===== src/rtl/mux4a1_rr_sched.sv =====
// Round-robin scheduler draining four per-lane byte FIFOs onto one
// ready/valid output stream, with per-lane full and sticky overflow status.
module mux4a1_rr_sched #(
  parameter int DATA_W = 8,
  parameter int DEPTH  = 4,
  parameter int PTR_W  = 2
) (
  input  logic              clk_4f,
  input  logic              reset,
  input  logic              valid0,
  input  logic              valid1,
  input  logic              valid2,
  input  logic              valid3,
  input  logic [DATA_W-1:0] data_in0_mux,
  input  logic [DATA_W-1:0] data_in1_mux,
  input  logic [DATA_W-1:0] data_in2_mux,
  input  logic [DATA_W-1:0] data_in3_mux,
  input  logic              out_ready,
  output logic              validout,
  output logic [DATA_W-1:0] dataout_mux,
  output logic [1:0]        lane_out,
  output logic [3:0]        full,
  output logic [3:0]        overflow
);

  localparam logic [PTR_W:0] DEPTH_C = (PTR_W+1)'(DEPTH);

  logic [DATA_W-1:0] mem_q    [4][DEPTH];
  logic [DATA_W-1:0] mem_d    [4][DEPTH];
  logic [PTR_W-1:0]  wr_ptr_q [4];
  logic [PTR_W-1:0]  wr_ptr_d [4];
  logic [PTR_W-1:0]  rd_ptr_q [4];
  logic [PTR_W-1:0]  rd_ptr_d [4];
  logic [PTR_W:0]    count_q  [4];
  logic [PTR_W:0]    count_d  [4];
  logic [3:0]        ovf_q, ovf_d;
  logic              vld_q, vld_d;
  logic [DATA_W-1:0] dout_q, dout_d;
  logic [1:0]        lane_q, lane_d;
  logic [1:0]        last_q, last_d;

  logic [3:0]        vin;
  logic [DATA_W-1:0] din [4];
  logic              load;
  logic              have_win;
  logic [1:0]        win;
  logic [1:0]        cand;
  logic [3:0]        push, pop;

  assign vin    = {valid3, valid2, valid1, valid0};
  assign din[0] = data_in0_mux;
  assign din[1] = data_in1_mux;
  assign din[2] = data_in2_mux;
  assign din[3] = data_in3_mux;

  always_comb begin
    mem_d    = mem_q;
    wr_ptr_d = wr_ptr_q;
    rd_ptr_d = rd_ptr_q;
    count_d  = count_q;
    ovf_d    = ovf_q;
    vld_d    = vld_q;
    dout_d   = dout_q;
    lane_d   = lane_q;
    last_d   = last_q;
    push     = '0;
    pop      = '0;
    have_win = 1'b0;
    win      = 2'd0;
    cand     = 2'd0;

    load = !vld_q || out_ready;

    // Search starts one past the last grant; k=4 wraps back to last_q itself.
    for (int k = 1; k <= 4; k++) begin
      cand = last_q + 2'(k);
      if (!have_win && count_q[cand] != '0) begin
        have_win = 1'b1;
        win      = cand;
      end
    end

    for (int i = 0; i < 4; i++) begin
      pop[i]  = load && have_win && (win == 2'(i));
      push[i] = vin[i] && (count_q[i] != DEPTH_C);
      if (vin[i] && count_q[i] == DEPTH_C) ovf_d[i] = 1'b1;
      if (push[i]) begin
        mem_d[i][wr_ptr_q[i]] = din[i];
        wr_ptr_d[i] = wr_ptr_q[i] + PTR_W'(1);
      end
      if (pop[i]) rd_ptr_d[i] = rd_ptr_q[i] + PTR_W'(1);
      case ({push[i], pop[i]})
        2'b10:   count_d[i] = count_q[i] + (PTR_W+1)'(1);
        2'b01:   count_d[i] = count_q[i] - (PTR_W+1)'(1);
        default: count_d[i] = count_q[i];
      endcase
    end

    if (load) begin
      if (have_win) begin
        dout_d = mem_q[win][rd_ptr_q[win]];
        lane_d = win;
        vld_d  = 1'b1;
        last_d = win;
      end else begin
        vld_d = 1'b0;
      end
    end
  end

  always_ff @(posedge clk_4f) begin
    if (reset) begin
      for (int i = 0; i < 4; i++) begin
        wr_ptr_q[i] <= '0;
        rd_ptr_q[i] <= '0;
        count_q[i]  <= '0;
      end
      ovf_q  <= '0;
      vld_q  <= 1'b0;
      dout_q <= '0;
      lane_q <= 2'd0;
      last_q <= 2'd3;
    end else begin
      wr_ptr_q <= wr_ptr_d;
      rd_ptr_q <= rd_ptr_d;
      count_q  <= count_d;
      ovf_q    <= ovf_d;
      vld_q    <= vld_d;
      dout_q   <= dout_d;
      lane_q   <= lane_d;
      last_q   <= last_d;
    end
  end

  // Storage needs no reset: counts and pointers gate every read.
  always_ff @(posedge clk_4f) begin
    mem_q <= mem_d;
  end

  always_comb begin
    for (int i = 0; i < 4; i++) full[i] = (count_q[i] == DEPTH_C);
  end

  assign validout    = vld_q;
  assign dataout_mux = dout_q;
  assign lane_out    = lane_q;
  assign overflow    = ovf_q;

endmodule


===== config.mk =====
export PLATFORM = sky130hd
export DESIGN_NAME = mux4a1_rr_sched
export DESIGN_NICKNAME = d
export VERILOG_FILES = /design/src/rtl/mux4a1_rr_sched.sv
export SDC_FILE = /design/constraint.sdc
export NUM_CORES = 1
export LEC_CHECK = 0
export ABC_AREA = 1
export BUFFER_PORTS_ARGS = -buffer_cell sky130_fd_sc_hd__buf_2
export CORE_MARGIN = 2
export CORE_UTILIZATION = 55
export CTS_BUF_LIST = sky130_fd_sc_hd__clkbuf_16
export DETAILED_ROUTE_END_ITERATION = 8
export HOLD_SLACK_MARGIN = 0.08
export PLACE_DENSITY = 0.74
export SLEW_MARGIN = 30
export SYNTH_ARGS = -nofsm -noshare
export SYNTH_HDL_FRONTEND = slang
export SYNTH_SLANG_ARGS = --single-unit

===== constraint.sdc =====
create_clock -name clk_4f -period 8.6 [get_ports clk_4f]
set_input_delay 0.43 -clock clk_4f [delete_from_list [all_inputs] [get_ports clk_4f]]
set_output_delay 0.43 -clock clk_4f [all_outputs]
set_load 0.05 [all_outputs]

# --- Word-level counts from Yosys, hierarchy flattened ---
# Index checks and enable logic that the tools add are counted.
classes:
  add_sub_neg: 19
  n_mul: 0
  div_mod_pow: 0
  n_lt_le_gt_ge: 14
  n_eq_ne: 19
  n_shift: 0
  mux: 46
  n_bitwise: 10
  reduce_logical: 35
ops:
  columns: ["operator", "n"]
  rows:
  - ["$bwmux 32", 4]
  - ["$bmux 32 s2", 1]
  - ["$demux 8 s2", 4]
  - ["$mux 32", 2]
  - ["$mux 8", 6]
  - ["$ge 3x3->1 const B", 10]
  - ["$not 2->3", 10]
  - ["$bmux 3 s2", 4]
  - ["$mux 3", 8]
  - ["$pmux 3 s2", 4]
  - ["$logic_and 1x1->1", 20]
  - ["$add 2x1->2 const B", 9]
  - ["$bmux 8 s2", 1]
  - ["$add 3x1->3 const B", 4]
  - ["$eq 2x2->1 const B", 6]
  - ["$eq 3x3->1 const B", 4]
  - ["$lt 3x1->1 const B", 4]
  - ["$mux 2", 6]
  - ["$ne 3x3->1 const B", 4]
  - ["$reduce_bool 3->1", 4]
  - ["$sub 3x1->3 const B", 4]
  - ["$eq 2x1->1 const B", 5]
  - ["$reduce_bool 2->1", 4]
  - ["$mux 1", 5]
  - ["other kinds (6)", 10]
word_totals:
  register_bits: 173
  latchBits: 0
  mem_bits_rw: 0
  rom_bits: 0
  input_bits: 39
  word_cells: 179
  n_memories: 0

# --- Logic depth before layout (Yosys ltp) ---
# Gate-level depths: netlist (run 1).
logic_depth:
  word_depth: 24
  depth_mapped: 25
  mapped_depth_nobuf: 21

# --- Least setup slack after synthesis (run 1) ---
# No wires, ideal clock.
synth_timing:
  path_type: "register -> register"
  from: "register last_q[0]"
  to: "register count_q[11] in the netlist's numbering"
  arrival_time_ns: 2.738
  required_time_ns: 8.478
  path_slack_ns: 5.740
  stages_incl_launch_ff: 24
  period_less_slack_ns: 2.860
  cell_sequence: "dfxtp_1 > buf_6 > inv_4 > buf_6 > nand2_1 > nand2_1 > nor2_2 > nand2_2 > nand2_4 > nand3_2 > nand2_1 > nand2_4 > nand2_8 > buf_8 > buf_8 > nand2_4 > nor2_4 > ha_1 > inv_1 > fa_1 > a21oi_1 > o21ai_0 > o21ai_0 > a21oi_1"
synth_via:
  elab_chain_len: 20
  elab_cells_between_ends: 44
synth_rtl:
  columns: ["element", "line_no", "text"]
  rows:
  - ["start: declaration", "40", "logic [1:0] last_q, last_d;"]
  - ["start signal: assignment", "131", "last_q <= last_d;"]
  - ["$add 2x1->2", "76", "cand = last_q + 2'(k);"]
  - ["$not 2->3 (implied by the code)", "77", "if (!have_win && count_q[cand] != '0) begin"]
  - ["$bmux 3 s2", "77", null]
  - ["$mux 3 (implied by the code) (2 in a row)", "77", null]
  - ["$reduce_bool 3->1", "77", null]
  - ["$mux 1", "77", null]
  - ["$logic_not 1->1", "77", null]
  - ["$logic_and 1x1->1", "77", null]
  - ["[4 not listed]", null, null]
  - ["$logic_not 1->1", "77", null]
  - ["$logic_and 1x1->1", "77", null]
  - ["$mux 2 or $mux 1 (tied branches)", "77", null]
  - ["$logic_not 2->1 or $logic_and 1x1->1 (tied branches)", "84", "pop[i] = load && have_win && (win == 2'(i));"]
  - ["$logic_and 1x1->1 *", "84", null]
  - ["net pop[0]", "48", "logic [3:0] push, pop;"]
  - ["$eq 2x1->1 or $eq 2x2->1 (tied branches)", "92", "case ({push[i], pop[i]})"]
  - ["$pmux 3 s2 or $reduce_bool 2->1 (tied branches)", null, null]
  - ["end signal: assignment", "126", "count_q <= count_d;"]
  - ["end: declaration", "34", "logic [PTR_W:0] count_q [4];"]
# Mark *: on every way through the listed nets, which the timed path passes. The rest lies on a longest branch. The select of a mux whose other input is x is not followed.
# A chain may end at the register's enable or synchronous reset.

# --- Final worst setup path (run 1) ---
layout_timing:
  from: "register last_q[0]"
  to: "register count_q[8] in the netlist's numbering"
layout_via:
  elab_chain_len: 20
  elab_cells_between_ends: 44
layout_rtl:
  columns: ["element", "line_no"]
  rows:
  - ["$add 2x1->2", "76"]
  - ["$not 2->3 (implied by the code)", "77"]
  - ["$bmux 3 s2", "77"]
  - ["$mux 3 (implied by the code) (2 in a row)", "77"]
  - ["$reduce_bool 3->1", "77"]
  - ["$mux 1", "77"]
  - ["$logic_not 1->1", "77"]
  - ["$logic_and 1x1->1", "77"]
  - ["[4 not listed]", null]
  - ["$logic_not 1->1", "77"]
  - ["$logic_and 1x1->1", "77"]
  - ["$mux 2 or $mux 1 (tied branches)", "77"]
  - ["$eq 2x1->1 or $logic_and 1x1->1 (tied branches)", "84"]
  - ["$logic_and 1x1->1 *", "84"]
  - ["net pop[1]", "48"]
  - ["$eq 2x1->1 or $eq 2x2->1 (tied branches)", "92"]
  - ["$pmux 3 s2 or $reduce_bool 2->1 (tied branches)", null]
# Marks and branches as above.

==> results.cfg, run 1 <==
[clocking]
cts_tree = built
htreeDepth = 4
root_buffer = clkbuf_16
cts_hold_buffers = 0
post-cts-setup-buffers = 0
cts.sinks = 173
cts_resized = 0
clockBufferDepth = 2
insertion_delay_ns = 0.44
numCtsBuffers = 17
clkTransAtPathRegs_ns = 0.07

[outcome]
status = complete, no violations

[yosys]
synthFlopType = edfxtp_1
synth_top_family_by_area = simple AND/OR/NAND/NOR gates
yosys.area_share.simple = 0.260
synth.area.top_cells = edfxtp_1 45%, nand2_1 11%, dfxtp_1 10%, inv_1 7.0%, nand3_1 6.3%
synth_xor_area_frac = 0.00102
synth_cell_types = 34
synth_top_cells_by_count = 244 x nand2_1, 160 x inv_1, 128 x edfxtp_1, 109 x nand3_1, 60 x nor2_1
yosysSeqAreaShare = 0.551
yosys.area_share.adder = 0.0384
synthesis.area_um2 = 8600
yosysMostFrequentCell = nand2_1
avgSynthCellArea_um2 = 9.03
yosysWarnings = 0
yosys.area.top_type_share = 0.447
synthArstFlopShare = 0
yosysTopAreaCell = edfxtp_1
synth_seq_cells = 173
synth-edff-count = 128
syn-num-nets = 1016
synth_compound_area_frac = 0.0413
synthCells = 953
synth_mux_area_frac = 0

[route]
drc = 0
wire_per_inst_um = 16.4
viasPerCell = 5.25
vias = 6381
drt-pass1-iter-count = 5
postRouteAntennaNets = 0
drt_iter0_drc = 700
wirelength_um = 19900

[cells_and_area]
layout-drive-gt1-share = 0.115
multiInputGateArea_um2 = 2940
antenna_cells = 0
fin_nets = 1054
fillers = 1302
regArea_um2 = 4740
syn_to_final_growth_pct = 9.58

[die]
start_util = 0.564
dieArea_um2 = 16700
fp.dieH_um = 129
core.rowCount = 45
ios = 58
coreArea_um2 = 15300
die_w_um = 129

[setup_path]
cpMostUsedCell = nand2_1
crit_chain = inv_4 > nand2_1 > nand2_1 > nor2_1 > nand2_1 > nand2_4 > nand3_1 > nand2_1 > nand3_1 > nand2_2 > inv_2 > nor2_2 > ha_1 > inv_1 > fa_1 > a21oi_1 > o21ai_0 > o21ai_0 > a21oi_1
cp.required_ns = 8.92
rr_endpoint = count_q[8]
arrival_ns = 4.72
reg2reg_slack_ns = 4.20
worstSetupEndpointType = register
crit_fanout = 38
cp_slowest_cell = dfxtp_1
worstSetupPathType = register to register
cpPeakStageDelay_ns = 0.71
r2r_cells = 19
r2r_start = last_q[0]
startpoint_type = register

[sta]
finalHoldViolCount = 0
finalCritPeriodShare = 0.512
tns_ns = 0
rsz0062_at_grt = false
worst_pin_slew_ns = 0.863
final.setup_skew_ns = 0.0117
hold-worst-slack_ns = 0.210
setup_viol = 0
maxSlewViolCount = 0
slew_headroom = 0.422
max_freq_mhz = 227
min_period_ns = 4.40

[worst_hold_path]
holdPathEnd = mem_q[0]
hold_depth = 1
hold_start = data_in3_mux[0]
holdCritPathClass = input port to register

[global_route]
grt_overflow = 0
first_global_vias = 5737
grt_max_degree = 74
grt_antenna_before_repair = 0
grt_pass1_wl_um = 31300
groute.usage.overall = 0.252

[place]
place_hpwl_um = 14000
place_congestion = 0.886
port_buffers = 57

[run]
drv_cap = 0
## kinds of logic (layout without fill, tap and decap cells)
kind of cell / count (synthesis) / after routing
fa+ha+maj: 24 / 24
xor+xnor: 1 / 1
compound gates: 70 / 70
flops: 173 / 173
buf+inv: 204 / 255
simple gates: 481 / 481
## cells in the final DEF, fill, tap and decap left out, types with 2 or more instances in the layout
cell,count
o21ai_1,5
nand4_1,2
ha_1,20
clkbuf_16,17
clkinv_4,3
inv_1,160
clkinvlp_4,5
buf_2,57
nand3_2,3
nand3b_1,41
nand2_4,4
o21ai_0,27
a21oi_1,36
bufinv_16,2
nand3_1,109
nand2_1,244
edfxtp_1,128
nand2_2,6
fa_1,4
nor2_1,60
clkinv_1,4
o211ai_1,2
nor2_2,6
inv_2,4
dfxtp_1,45
## cell type report
type                            count  share of cell area
Clock buffer                       17              0.0451
Clock inverter                     15              0.0158
Inverter                          166              0.0663
Multi-Input combinational cell    576               0.311
Sequential cell                   173               0.503
Tap cell                          211              0.0280
Timing Repair Buffer               57              0.0303
## how the worst max path moves through the flow
stage	end	startpoint	cells after the start	slack [ns]
final	count_q[8]	last_q[0]	19	4.20
after global routing	count_q[11]	last_q[0]	19	3.83
after CTS	count_q[8]	last_q[0]	19	4.27
after detailed placement	count_q[8]	last_q[0]	19	4.30
after global placement	count_q[8]	last_q[0]	19	4.43
after floorplan	count_q[11]	last_q[0]	23	5.74
## stage by stage
step | worst slack (ns) | utilization | cell area (um2) | instances
final | 4.20 | 0.618 | 9430 | 1215
after global routing | 3.83 | 0.618 | 9430 | 1215
after CTS | 4.27 | 0.618 | 9430 | 1215
after detailed placement | 4.30 | 0.580 | 8850 | 1183
after global placement | 4.43 | 0.580 | 8850 | 1183
after floorplan | 5.74 | - | 8600 | 953
## layer usage
metal | wire (um) | part of all wire | track usage
met1 | 9570 | 0.48 | 0.392
met5 | 0 | 0 | 0
met3 | 1390 | 0.070 | 0.0434
met4 | 322 | 0.016 | 0.0812
met2 | 8670 | 0.43 | 0.361
## worst max-delay path, delay by kind of cell, from the launching register on
| kind | cells | cell delay [ns] |
|---|---|---|
| and+or+nand+nor | 10 | 1.72 |
| buffers and inverters | 3 | 0.74 |
| DFF | 1 | 0.71 |
| adders and majority gates | 2 | 0.58 |
| AOI/OAI and AO/OA | 4 | 0.52 |
## state kept, by name (all words and copies together), names as in the netlist
signal and count:
mem_q 128, count_q 12, dataout_mux 8, rd_ptr_q 8, wr_ptr_q 8, overflow 4, lane_out 2, last_q 2
validout 1
Power of run 1 is not shown: default switching activity piles up to over one toggle a cycle in this logic, so the estimate is an artifact.
==> inputs of run 2 (changes only) <==
--- a/config.mk
+++ b/config.mk
@@ -5,14 +5,14 @@
 export SDC_FILE = /design/constraint.sdc
 export NUM_CORES = 1
 export LEC_CHECK = 0
-export ABC_AREA = 1
+export ABC_AREA = 0
 export BUFFER_PORTS_ARGS = -buffer_cell sky130_fd_sc_hd__buf_2
 export CORE_MARGIN = 2
-export CORE_UTILIZATION = 55
+export CORE_UTILIZATION = 54
 export CTS_BUF_LIST = sky130_fd_sc_hd__clkbuf_16
 export DETAILED_ROUTE_END_ITERATION = 8
 export HOLD_SLACK_MARGIN = 0.08
-export PLACE_DENSITY = 0.74
+export PLACE_DENSITY = 0.76
 export SLEW_MARGIN = 30
 export SYNTH_ARGS = -nofsm -noshare
 export SYNTH_HDL_FRONTEND = slang
==> constraint.sdc (replaced) <==
create_clock -name clk_4f -period 3.6 [get_ports clk_4f]
set_input_delay 0.18 -clock clk_4f [delete_from_list [all_inputs] [get_ports clk_4f]]
set_output_delay 0.18 -clock clk_4f [all_outputs]
set_load 0.05 [all_outputs]
==> run 2 against run 1 <==
Cell count shrank 27%. Setup slack worse by 3.8 ns. Routed wire length shrank 11%. Sequential share of layout area rose by 2.6 points. Design area shrank 4.8%. Critical path depth down 8. Non-clock buffer count is 49 higher. Global-route usage decreased by 0.17 points. Synthesized area shrank 12%. Clock skew shrank 0.0063 ns. Critical path type unchanged. Highest routed layer unchanged.
==> results.cfg, run 2 <==
[cells_and_area]
layout-drive-gt1-share = 0.167
layout_common_cells = 128 x edfxtp_1, 64 x nand2_1, 57 x buf_2
design_area_um2 = 8970
fin_nets = 761
largest_reg_flops = 128
largest_register = mem_q
antenna_cells = 0
layout_commonest_cell = edfxtp_1
largestRegisters = mem_q: 128 flops, count_q: 12 flops
syn_to_final_growth_pct = 18.6

[setup_path]
startpoint_type = register
rr_endpoint = count_q[11]
crit_chain = nor3_1 > o22ai_1 > mux2i_2 > nand2_1 > nor3_1 > ha_1 > inv_1 > fa_1 > xor2_1 > or3_1 > a21oi_1
cp_top_family = simple AND/OR/NAND/NOR gates
crit_buf_inv = 1
cpPeakStageDelay_ns = 0.48
worstSetupPathType = register to register
cpMostUsedCell = nor3_1
r2r_cells = 11
arrival_ns = 3.56
cp_slowest_cell = nor3_1
cp.required_ns = 3.95
worstSetupEndpointType = register
r2r_start = count_q[8]
crit_fanout = 5
reg2reg_slack_ns = 0.39

[die]
core.rowCount = 43
fp.dieH_um = 122
dieArea_um2 = 15000
coreArea_um2 = 13800
ios = 58
start_util = 0.549
die_w_um = 122

[sta]
max_freq_mhz = 312
rsz0062_at_grt = false
tns_ns = 0
worst_pin_slew_ns = 0.685
slew_headroom = 0.543
setup_viol = 0
maxSlewViolCount = 0
finalHoldViolCount = 0
finalCritPeriodShare = 0.892
hold-worst-slack_ns = 0.279
min_period_ns = 3.21
final.setup_skew_ns = 0.00540

[yosys]
synthCells = 613
synthFlopType = edfxtp_1
yosysMostFrequentCell = edfxtp_1
syn-num-nets = 676
synth.area.top_cells = edfxtp_1 51%, dfxtp_1 12%, ha_1 3.3%, nand2_1 3.2%, and3_1 2.1%
synth_top_cells_by_count = 128 x edfxtp_1, 64 x nand2_1, 45 x dfxtp_1, 40 x nor2_1, 35 x inv_1
synth_seq_cells = 173
yosysSeqAreaShare = 0.627
synth_cell_types = 44
synth-edff-count = 128
avgSynthCellArea_um2 = 12.3
yosysTopAreaCell = edfxtp_1
synthArstFlopShare = 0
synthesis.area_um2 = 7560
yosysWarnings = 0
yosys.area.top_type_share = 0.508

[clocking]
numCtsBuffers = 17
cts_resized = 0
cts_tree = built
cts.sinks = 173
post-cts-setup-buffers = 0
root_buffer = clkbuf_16
htreeDepth = 4
cts_hold_buffers = 37
clockBufferDepth = 2
clkTransAtPathRegs_ns = 0.06
insertion_delay_ns = 0.43

[worst_hold_path]
hold_start = reset
hold_depth = 2
holdPathEnd = overflow[0]
holdCritPathClass = input port to register

[place]
place_congestion = 0.871
port_buffers = 57
placed_cell_area_um2 = 7990
place_hpwl_um = 12200

[route]
postRouteAntennaNets = 0
vias = 5371
drt_iter0_drc = 722
wire_per_inst_um = 20.0
drc = 0
wirelength_um = 17800
viasPerCell = 6.03
drt-pass1-iter-count = 5

[global_route]
grt_antenna_before_repair = 0
grt_overflow = 0
groute.usage.overall = 0.251
first_global_vias = 5312
grt_max_degree = 53
grt_pass1_wl_um = 27600

[run]
drv_cap = 0

[outcome]
status = complete, no violations
## run 2: changes by cell type in the layout (fill, tap and decap cells not counted), moves of 12 or more
cell / before / now
buf_4: 0 / 12
a211oi_1: 0 / 16
and3_1: 0 / 25
dlygate4sd3_1: 0 / 37
nor2_1: 60 / 40
nand3b_1: 41 / 0
a21oi_1: 36 / 18
nand2_1: 244 / 64
a32oi_1: 0 / 16
inv_1: 160 / 38
nand3_1: 109 / 9
o21ai_0: 27 / 12
and2_1: 0 / 13
## run 2: cell families after synthesis
logic type | synth area share
AO/OA/AOI/OAI | 0.118
multiplexers | 0.0298
buffers and inverters | 0.0410
adder cells (fa/ha/maj) | 0.0437
XOR/XNOR | 0.0232
flip-flops | 0.627
AND/OR/NAND/NOR | 0.117
## run 2: stage by stage
| stage | instances | worst slack, ns | utilization |
|---|---|---|---|
| after floorplan | 613 | 0.444 | - |
| after global placement | 822 | 0.577 | 0.580 |
| after detailed placement | 822 | 0.418 | 0.580 |
| after CTS | 891 | 0.400 | 0.651 |
| after global routing | 891 | 0.190 | 0.651 |
| final | 891 | 0.390 | 0.651 |
## run 2: routing by layer
| layer | part of all wire | track usage | up-vias |
|---|---|---|---|
| li1 | - | - | 2454 |
| met1 | 0.39 | 0.303 | 2649 |
| met3 | 0.054 | 0.0465 | 44 |
| met2 | 0.53 | 0.441 | 224 |
| met4 | 0.028 | 0.103 | 0 |
| met5 | 0 | 0 | - |
## run 2: how the worst max path moves through the flow
stage | endpoint | startpoint | depth (start not counted) | slack [ns]
after global routing | count_q[11] | count_q[0] | 11 | 0.19
after floorplan | count_q[2] | count_q[11] | 15 | 0.44
after CTS | count_q[11] | count_q[2] | 11 | 0.40
after detailed placement | count_q[11] | count_q[2] | 11 | 0.42
final | count_q[11] | count_q[8] | 11 | 0.39
after global placement | count_q[11] | count_q[2] | 11 | 0.58
## run 2: worst register-to-register path, cell delays in order, from the launching register on
cell	delay, ns
dfxtp_1	0.34
nor3_1	0.48
o22ai_1	0.23
mux2i_2	0.22
nand2_1	0.11
nor3_1	0.40
ha_1	0.27
inv_1	0.06
fa_1	0.37
xor2_1	0.16
or3_1	0.32
a21oi_1	0.16
## run 2: cell type report
cell class	count	area [um2]
inverter	35	131
multi-input combinational	365	2520
sequential	173	4740
timing repair buffer	106	746
fill	1056	4800
clock inverter	15	183
tap	180	225
clock buffer	17	425
Power of run 2 is left out for the same reason.
